`src/rtl/serial_comparator_controller_if.sv`:
```
// Request/result bundle between a requesting datapath and the serial comparator.
// master = requester side, slave = comparator controller side.
interface serial_comparator_controller_if #(
    parameter int WIDTH = 8,
    parameter int CNT_W = $clog2(WIDTH)
);
    logic             Start_In;
    logic             Signed_In;
    logic             Abort_In;
    logic [WIDTH-1:0] Data_A_In;
    logic [WIDTH-1:0] Data_B_In;
    logic             Ready_Out;
    logic             Busy_Out;
    logic             Done_Out;
    logic             A_Less_Than_B_Out;
    logic             A_Equal_To_B_Out;
    logic             A_Greater_Than_B_Out;
    logic [CNT_W:0]   Bits_Used_Out;

    modport master (
        output Start_In, Signed_In, Abort_In, Data_A_In, Data_B_In,
        input  Ready_Out, Busy_Out, Done_Out,
        input  A_Less_Than_B_Out, A_Equal_To_B_Out, A_Greater_Than_B_Out, Bits_Used_Out
    );

    modport slave (
        input  Start_In, Signed_In, Abort_In, Data_A_In, Data_B_In,
        output Ready_Out, Busy_Out, Done_Out,
        output A_Less_Than_B_Out, A_Equal_To_B_Out, A_Greater_Than_B_Out, Bits_Used_Out
    );
endinterface

```
`src/rtl/serial_comparator_controller.sv`:
```
// MSB-first bit-serial magnitude compare with early exit; Done_Out n+1 cycles after accept.
// Accepts only when Ready_Out (IDLE); Start_In elsewhere is dropped, Abort_In cancels COMPARE.
module serial_comparator_controller #(
    parameter int WIDTH = 8,
    parameter int CNT_W = $clog2(WIDTH)
) (
    input  logic Clock_In,
    input  logic Reset_In,
    serial_comparator_controller_if.slave bus
);
    typedef enum logic [1:0] {
        ST_IDLE    = 2'd0,
        ST_COMPARE = 2'd1,
        ST_DONE    = 2'd2
    } state_t;

    localparam logic [CNT_W-1:0] IDX_MSB   = CNT_W'(WIDTH - 1);
    localparam logic [CNT_W:0]   BITS_FULL = (CNT_W + 1)'(WIDTH);

    state_t           r_state;
    state_t           w_next;
    logic [WIDTH-1:0] r_a;
    logic [WIDTH-1:0] r_b;
    logic             r_signed;
    logic [CNT_W-1:0] r_idx;
    logic             r_lt;
    logic             r_eq;
    logic             r_gt;
    logic [CNT_W:0]   r_bits;

    logic w_a_bit;
    logic w_b_bit;
    logic w_invert;
    logic w_differ;
    logic w_gt_bit;
    logic w_accept;
    logic w_finish;

    // One-bit slice; the sign bit of a two's-complement pair compares with inverted polarity.
    assign w_a_bit  = r_a[r_idx];
    assign w_b_bit  = r_b[r_idx];
    assign w_invert = r_signed && (r_idx == IDX_MSB);
    assign w_differ = w_a_bit ^ w_b_bit;
    assign w_gt_bit = w_a_bit ^ w_invert;

    assign w_accept = (r_state == ST_IDLE) && bus.Start_In;
    assign w_finish = (r_state == ST_COMPARE) && !bus.Abort_In
                      && (w_differ || (r_idx == '0));

    always_ff @(posedge Clock_In or negedge Reset_In) begin
        if (!Reset_In) begin
            r_state <= ST_IDLE;
        end else begin
            r_state <= w_next;
        end
    end

    always_comb begin
        w_next = r_state;
        case (r_state)
            ST_IDLE: begin
                if (bus.Start_In) begin
                    w_next = ST_COMPARE;
                end
            end
            ST_COMPARE: begin
                if (bus.Abort_In) begin
                    w_next = ST_IDLE;
                end else if (w_finish) begin
                    w_next = ST_DONE;
                end
            end
            ST_DONE: begin
                w_next = ST_IDLE;
            end
            default: begin
                w_next = ST_IDLE;
            end
        endcase
    end

    always_ff @(posedge Clock_In or negedge Reset_In) begin
        if (!Reset_In) begin
            r_a      <= '0;
            r_b      <= '0;
            r_signed <= 1'b0;
            r_idx    <= '0;
            r_lt     <= 1'b0;
            r_eq     <= 1'b0;
            r_gt     <= 1'b0;
            r_bits   <= '0;
        end else if (w_accept) begin
            r_a      <= bus.Data_A_In;
            r_b      <= bus.Data_B_In;
            r_signed <= bus.Signed_In;
            r_idx    <= IDX_MSB;
        end else if (w_finish) begin
            r_lt   <= w_differ && !w_gt_bit;
            r_eq   <= !w_differ;
            r_gt   <= w_differ && w_gt_bit;
            r_bits <= BITS_FULL - {1'b0, r_idx};
        end else if ((r_state == ST_COMPARE) && !bus.Abort_In) begin
            r_idx <= r_idx - CNT_W'(1);
        end
    end

    assign bus.Ready_Out            = (r_state == ST_IDLE);
    assign bus.Busy_Out             = (r_state == ST_COMPARE);
    assign bus.Done_Out             = (r_state == ST_DONE);
    assign bus.A_Less_Than_B_Out    = r_lt;
    assign bus.A_Equal_To_B_Out     = r_eq;
    assign bus.A_Greater_Than_B_Out = r_gt;
    assign bus.Bits_Used_Out        = r_bits;
endmodule

```
`src/flat_wrapper.sv`:
```
// flat-port wrapper written by rule: the top's interface ports become plain ports
module serial_comparator_controller_flat 
#(
    parameter int WIDTH = 8,
    parameter int CNT_W = $clog2(WIDTH)
)
  (Clock_In, Reset_In, bus_Start_In, bus_Signed_In, bus_Abort_In, bus_Data_A_In, bus_Data_B_In, bus_Ready_Out, bus_Busy_Out, bus_Done_Out, bus_A_Less_Than_B_Out, bus_A_Equal_To_B_Out, bus_A_Greater_Than_B_Out, bus_Bits_Used_Out);
  serial_comparator_controller_if #(.WIDTH(WIDTH), .CNT_W(CNT_W)) bus_i ();
  input  logic Clock_In;
  input  logic Reset_In;
  input wire logic [$bits(bus_i.Start_In)-1:0] bus_Start_In;
  input wire logic [$bits(bus_i.Signed_In)-1:0] bus_Signed_In;
  input wire logic [$bits(bus_i.Abort_In)-1:0] bus_Abort_In;
  input wire logic [$bits(bus_i.Data_A_In)-1:0] bus_Data_A_In;
  input wire logic [$bits(bus_i.Data_B_In)-1:0] bus_Data_B_In;
  output wire logic [$bits(bus_i.Ready_Out)-1:0] bus_Ready_Out;
  output wire logic [$bits(bus_i.Busy_Out)-1:0] bus_Busy_Out;
  output wire logic [$bits(bus_i.Done_Out)-1:0] bus_Done_Out;
  output wire logic [$bits(bus_i.A_Less_Than_B_Out)-1:0] bus_A_Less_Than_B_Out;
  output wire logic [$bits(bus_i.A_Equal_To_B_Out)-1:0] bus_A_Equal_To_B_Out;
  output wire logic [$bits(bus_i.A_Greater_Than_B_Out)-1:0] bus_A_Greater_Than_B_Out;
  output wire logic [$bits(bus_i.Bits_Used_Out)-1:0] bus_Bits_Used_Out;
  assign bus_i.Start_In = bus_Start_In;
  assign bus_i.Signed_In = bus_Signed_In;
  assign bus_i.Abort_In = bus_Abort_In;
  assign bus_i.Data_A_In = bus_Data_A_In;
  assign bus_i.Data_B_In = bus_Data_B_In;
  assign bus_Ready_Out = bus_i.Ready_Out;
  assign bus_Busy_Out = bus_i.Busy_Out;
  assign bus_Done_Out = bus_i.Done_Out;
  assign bus_A_Less_Than_B_Out = bus_i.A_Less_Than_B_Out;
  assign bus_A_Equal_To_B_Out = bus_i.A_Equal_To_B_Out;
  assign bus_A_Greater_Than_B_Out = bus_i.A_Greater_Than_B_Out;
  assign bus_Bits_Used_Out = bus_i.Bits_Used_Out;
  serial_comparator_controller #(.WIDTH(WIDTH), .CNT_W(CNT_W)) u_core (.Clock_In(Clock_In), .Reset_In(Reset_In), .bus(bus_i));
endmodule
```
`config.mk`:
```
export PLATFORM = sky130hd
export DESIGN_NAME = serial_comparator_controller_flat
export DESIGN_NICKNAME = d
export VERILOG_FILES = /design/src/rtl/serial_comparator_controller_if.sv /design/src/rtl/serial_comparator_controller.sv /design/src/flat_wrapper.sv
export SDC_FILE = /design/constraint.sdc
export NUM_CORES = 1
export LEC_CHECK = 0
export BUFFER_PORTS_ARGS = -buffer_cell sky130_fd_sc_hd__buf_2
export CAP_MARGIN = 40
export CORE_MARGIN = 4
export CORE_UTILIZATION = 43
export DETAILED_ROUTE_END_ITERATION = 12
export GPL_ROUTABILITY_DRIVEN = 0
export PLACE_DENSITY = 0.69
export SYNTH_ARGS = -nofsm -noshare
export SYNTH_HDL_FRONTEND = slang
export SYNTH_SLANG_ARGS = --single-unit
```
`constraint.sdc`:
```
create_clock -name Clock_In -period 2.8 [get_ports Clock_In]
set_input_delay 0.56 -clock Clock_In [delete_from_list [all_inputs] [get_ports Clock_In]]
set_output_delay 0.56 -clock Clock_In [all_outputs]
set_load 0.02 [all_outputs]
```
======== After elaboration in Yosys (flattened, before gate mapping) ========
Cells that the tools add are included.
cells by class
  order comparisons ....................... 1
  $add $sub $neg .......................... 2
  reductions and logical operators ........ 16
  bitwise logic cells ..................... 3
  muxes and demuxes ....................... 11
  equal/unequal tests ..................... 6
operators with widths
  cell                 count
  $mux 3               3
  $bmux 1 s3           2
  $logic_and 1x1->1    6
  $mux 2               3
  $reduce_and 2->1     3
  $lt 3x4->1 const B   1
  $pmux 2 s2           1
  $sub 4x3->4 const A  1
  $eq 3x3->1 const B   1
  $logic_not 1->1      3
  $logic_not 3->1      1
  $ne 3x2->1 const B   1
  $sub 3x1->3 const B  1
  $eq 2x1->1 const B   1
  $eq 2x2->1 const B   1
  $logic_not 2->1      1
  $mux 1               2
  $ne 2x1->1 const B   1
  $ne 2x2->1 const B   1
  $reduce_bool 2->1    1
  $xor 1x1->1          2
  $logic_or 1x1->1     1
  $not 1->1            1
word-level totals
  register bits after elaboration ......... 29

======== Longest topological paths before layout ========
  depth after elaboration ................. 8
  depth in mapped cells ................... 10

======== Worst setup path before layout ========
Ideal clock, no wire load.
  path kind ............................... register to register
  start ................................... reg u_core.r_idx[0]
  end ..................................... reg u_core.r_bits[2], in the netlist u_core.bus.Bits_Used_Out[2]
  arrival ................................. 1.938 ns
  path slack .............................. 0.737 ns
  data required time ...................... 2.675 ns
  clock period less this slack ............ 2.063 ns
  stages on the path, launching flop included .. 11
  buffers on the path ..................... 2
  cell sequence ........................... dfrtp_1 clkbuf_8 inv_1 ha_1 ha_1 or2_2 nor2_4 or3_4 buf_6 inv_4 mux2_4
between the ends
  longest elaborated chain between the ends .. 6
RTL lines
  item                               line                                                                    RTL
  start: declaration                 serial_comparator_controller.sv:25                                      logic [CNT_W-1:0] r_idx;
  start signal: assignment           serial_comparator_controller.sv:103                                     r_idx <= r_idx - CNT_W'(1);
  $bmux 1 s3 (on tied branches)      serial_comparator_controller.sv:40, serial_comparator_controller.sv:41
  $mux 1 (on tied branches)          serial_comparator_controller.sv:40, serial_comparator_controller.sv:41
  $xor 1x1->1                        serial_comparator_controller.sv:43                                      assign w_differ = w_a_bit ^ w_b_bit;
  $logic_or 1x1->1                   serial_comparator_controller.sv:48                                      && (w_differ || (r_idx == '0));
  $logic_and 1x1->1                  serial_comparator_controller.sv:48
  $reduce_and 2->1 (no source line)  -
  end signal: assignment             serial_comparator_controller.sv:101                                     r_bits <= BITS_FULL - {1'b0, r_idx};
  end: declaration                   serial_comparator_controller.sv:29                                      logic [CNT_W:0] r_bits;
Parallel ways exist; a longest one is shown, timed or not. The select of a mux whose other input is x is not followed.
A chain may end at the register's enable or synchronous reset.

======== Worst setup path after layout ========
  start ................................... reg u_core.r_idx[0]
  end ..................................... reg u_core.r_idx[2]
between the ends
  longest elaborated chain between the ends .. 7
RTL lines
  item                               line
  $bmux 1 s3 (on tied branches)      serial_comparator_controller.sv:40, serial_comparator_controller.sv:41
  $mux 1 (on tied branches)          serial_comparator_controller.sv:40, serial_comparator_controller.sv:41
  $xor 1x1->1                        serial_comparator_controller.sv:43
  $logic_or 1x1->1                   serial_comparator_controller.sv:48
  $logic_and 1x1->1                  serial_comparator_controller.sv:48
  $ne 2x1->1 (no source line)        -
  $reduce_and 2->1 (no source line)  -
Parallel ways exist; a longest one is shown, timed or not. The select of a mux whose other input is x is not followed.

==> impl_results.md <==
- Initial Util: approximately 44%
- Number of antenna violations at the first check in global routing: 0
- Core Region: approximately 0.0033 mm^2
- Pleak: approximately 0.85 nW
- Std cell rows: 21
- Total GRT Usage: 14.8%
- Final worst slack: a little over 0.6 ns
- Worst Path Required: between 3 and 4 ns
- CP Capture Type: register
- Cts hold-fix bufs: 0
- Fill cells: 317
- Skew final: 0.00966 ns
- Top_reg_cell synth: dfrtp_1
- DP Wirelength: 2080 um
- Vias per inst: between 5 and 6
- IO Port Bufs: 30
- Pwr/cell area: roughly 1100 mW/mm^2
- Inst Count DP: 186
- Period utilisation layout: roughly 78%
- Area share of fa/ha/maj cells after synthesis: 3.39%
- Die W: approximately 67 um
- Mux cell area share after synthesis: around 22%
- Grt ovf: 0
- CP Class: register to register
- Pins Over Slew Limit: 0
- Final setup fails: 0
- DR pass1 iterations: 4
- Hold Vio Cnt, Final: 0
- Top cells by count, synth: dfrtp_1 (29), mux2_2 (17), nor2_1 (9), xor2_1 (9)
- Overall Power: between 0.0015 and 0.002 W
- Relative slew slack: about two fifths
- Post-Layout Cell Count: roughly 190
- Post-Route WL: around 2700 um
- Setup crit start kind: register
- Most common cell in the netlist: dfrtp_1
- CTS buffer count: 5
- R2R setup slack: 0.62 ns
- Die ar.: 0.00444 mm^2
- Place WS: around 0.65 ns
- Drt drc: 0
- Maximum number of pins on one net before global-route repair: 30
- Worst-Margin Slew: approximately 0.9 ns
- Main combinational cell family by area after synthesis: multiplexers
- Xor/xnor share of the synthesized area: ~5.3%
- Nets: 172
- Die Height: 66.6 um
- Vias in the first global route: ~1100
- Main area contributors after synthesis: dfrtp_1 (49%), mux2_2 (13%), xor2_1 (5.3%)
- Status: completed
- Cts repair resizes: 0
- Max Fclk: 459 MHz
- Synth cell types: 33
- Skew-Pair Late Insertion Delay: 0.33 ns
- Max VDD drop: slightly above 0.0004 V
- Max cap viols: 0
- Crit path max fanout: 9
- Wire per inst: 13.8 um
- Postcts setup bufs: 0
- Max clock buf depth: 2
- Setup TNS Final: 0 ns
- FF+latch count, synth: 29
- Synth-to-layout area growth: 16.6%
- CTS sink count: 29
- Via count: between 900 and 1000
- Worst min-delay path class: input pin to asynchronous set/reset pin
- First-pass GRT wire length: about 4800 um
- Critical Path AT: about 2.4 ns
- Antenna Nets Post-Route: 0
- Share of layout cells above drive strength 1: between 40% and 50%
- N_diodes: 0
- Share of synthesized registers carrying an async set or reset: between 90% and 100%
- Top cell type by total area after synthesis: dfrtp_1
- Depth of the CTS H-tree: 2
- I/O pins: 31
- Synth Area in Simple Gates: between 10% and 20%
- Detailed router's first-iteration violation count: 31
- Cells after Synth: between 100 and 150
- Syn avg cell area: between 10 and 15 um^2
- Syn_nets: approximately 140
- Cell Area, Synth: roughly 0.0015 mm^2
- Clock-pin slew on the worst setup and hold paths: ~0.090 ns
- RSZ-0062 raised after global routing: false
- CTS tree: done
- Top cell type's share of synthesized area: 49.1%
- Root buffer cell: clkbuf_4
- EDFF count, synth: 0
- Yosys warnings: 0
- Fin crit period: between 2 and 2.5 ns
- Sequential fraction of the synthesis area: between 40% and 50%
- Compound-Gate Fraction of Synth Area: under 10%
-- worst paths after layout --
path	endpoint	start	depth (start not counted)
max in group asynchronous	u_core.r_idx[2]	Reset_In	1
hold / removal	u_core.bus.A_Less_Than_B_Out	Reset_In	1
min in group Clock_In	u_core.r_signed	bus_Signed_In	2
setup / recovery	u_core.r_idx[2]	u_core.r_idx[0]	7
hold reg to reg	u_core.bus.A_Less_Than_B_Out	u_core.bus.A_Less_Than_B_Out	1
setup reg to reg	u_core.r_idx[2]	u_core.r_idx[0]	7
-- through the flow --
step	utilization (%)	hold WS, ns	cell area (um^2)
final	51.6	0.235	1720
after global routing	51.6	0.298	1720
after CTS	51.6	0.247	1720
after detailed placement	49.5	0.485	1650
after global placement	49.5	0.491	1650
after floorplan	-	0.264	1480
-- logic make-up after synthesis --
| group | after synthesis |
|---|---|
| and+or+nand+nor | 29 |
| DFF | 29 |
| muxes | 24 |
| AOI/OAI and AO/OA | 10 |
| xor gates and xnor gates | 9 |
| buffers and inverters | 9 |
| adders and majority gates | 4 |
-- critical path, stage by stage, from the launching register on --
cell and delay (ns):
dfrtp_1 0.53, inv_1 0.14, ha_1 0.22, ha_1 0.22
or2_2 0.32, o22ai_1 0.23, a21oi_1 0.09, or3_1 0.30
-- layout by cell type, fill, tap and decap left out, types with 2 or more instances in the layout --
cell type / n
a21oi_1: 2
a22o_2: 3
and2_1: 2
buf_2: 30
clkbuf_4: 5
clkbuf_8: 2
dfrtp_1: 29
ha_1: 4
inv_1: 3
mux2_2: 17
mux2_4: 2
mux4_1: 2
mux4_2: 2
nand2_1: 4
nor2_1: 9
nor2b_1: 3
nor3_1: 2
o21ai_0: 2
or2b_2: 2
xor2_1: 9
-- registers in the layout, summed over array words and instances, names as in the netlist --
| register | count |
|---|---|
| u_core.r_b | 8 |
| u_core.r_state | 2 |
| u_core.bus.A_Less_Than_B_Out | 1 |
| u_core.bus.A_Equal_To_B_Out | 1 |
| u_core.bus.Bits_Used_Out | 4 |
| u_core.bus.A_Greater_Than_B_Out | 1 |
| u_core.r_signed | 1 |
| u_core.r_a | 8 |
| u_core.r_idx | 3 |
-- cell type report --
type / instances / area (um^2) / area share (%)
clock buffers: 7 / 65.1 / 3.78
clock inverters: 1 / 5.00 / 0.290
inverters: 5 / 21.3 / 1.23
multi-input cells: 76 / 698 / 40.5
flip-flops and latches: 29 / 726 / 42.1
well taps: 46 / 57.6 / 3.34
repair buffers: 30 / 150 / 8.71
-- report_power, final --
group | internal (W) | switching, W
clock | 0.000145 | 0.000141
sequential | 0.000596 | 0.000147
combinational | 0.000458 | 0.000417
total | 0.00120 | 0.000705
-- per-layer routing --
metal | GRT usage, % | wire length, um
met5 | 0 | 0
met4 | 7.87 | 74
met3 | 5.23 | 186
met2 | 23.9 | 1290
met1 | 17.1 | 1120
Note: power is estimated with default switching activity, not from simulation.
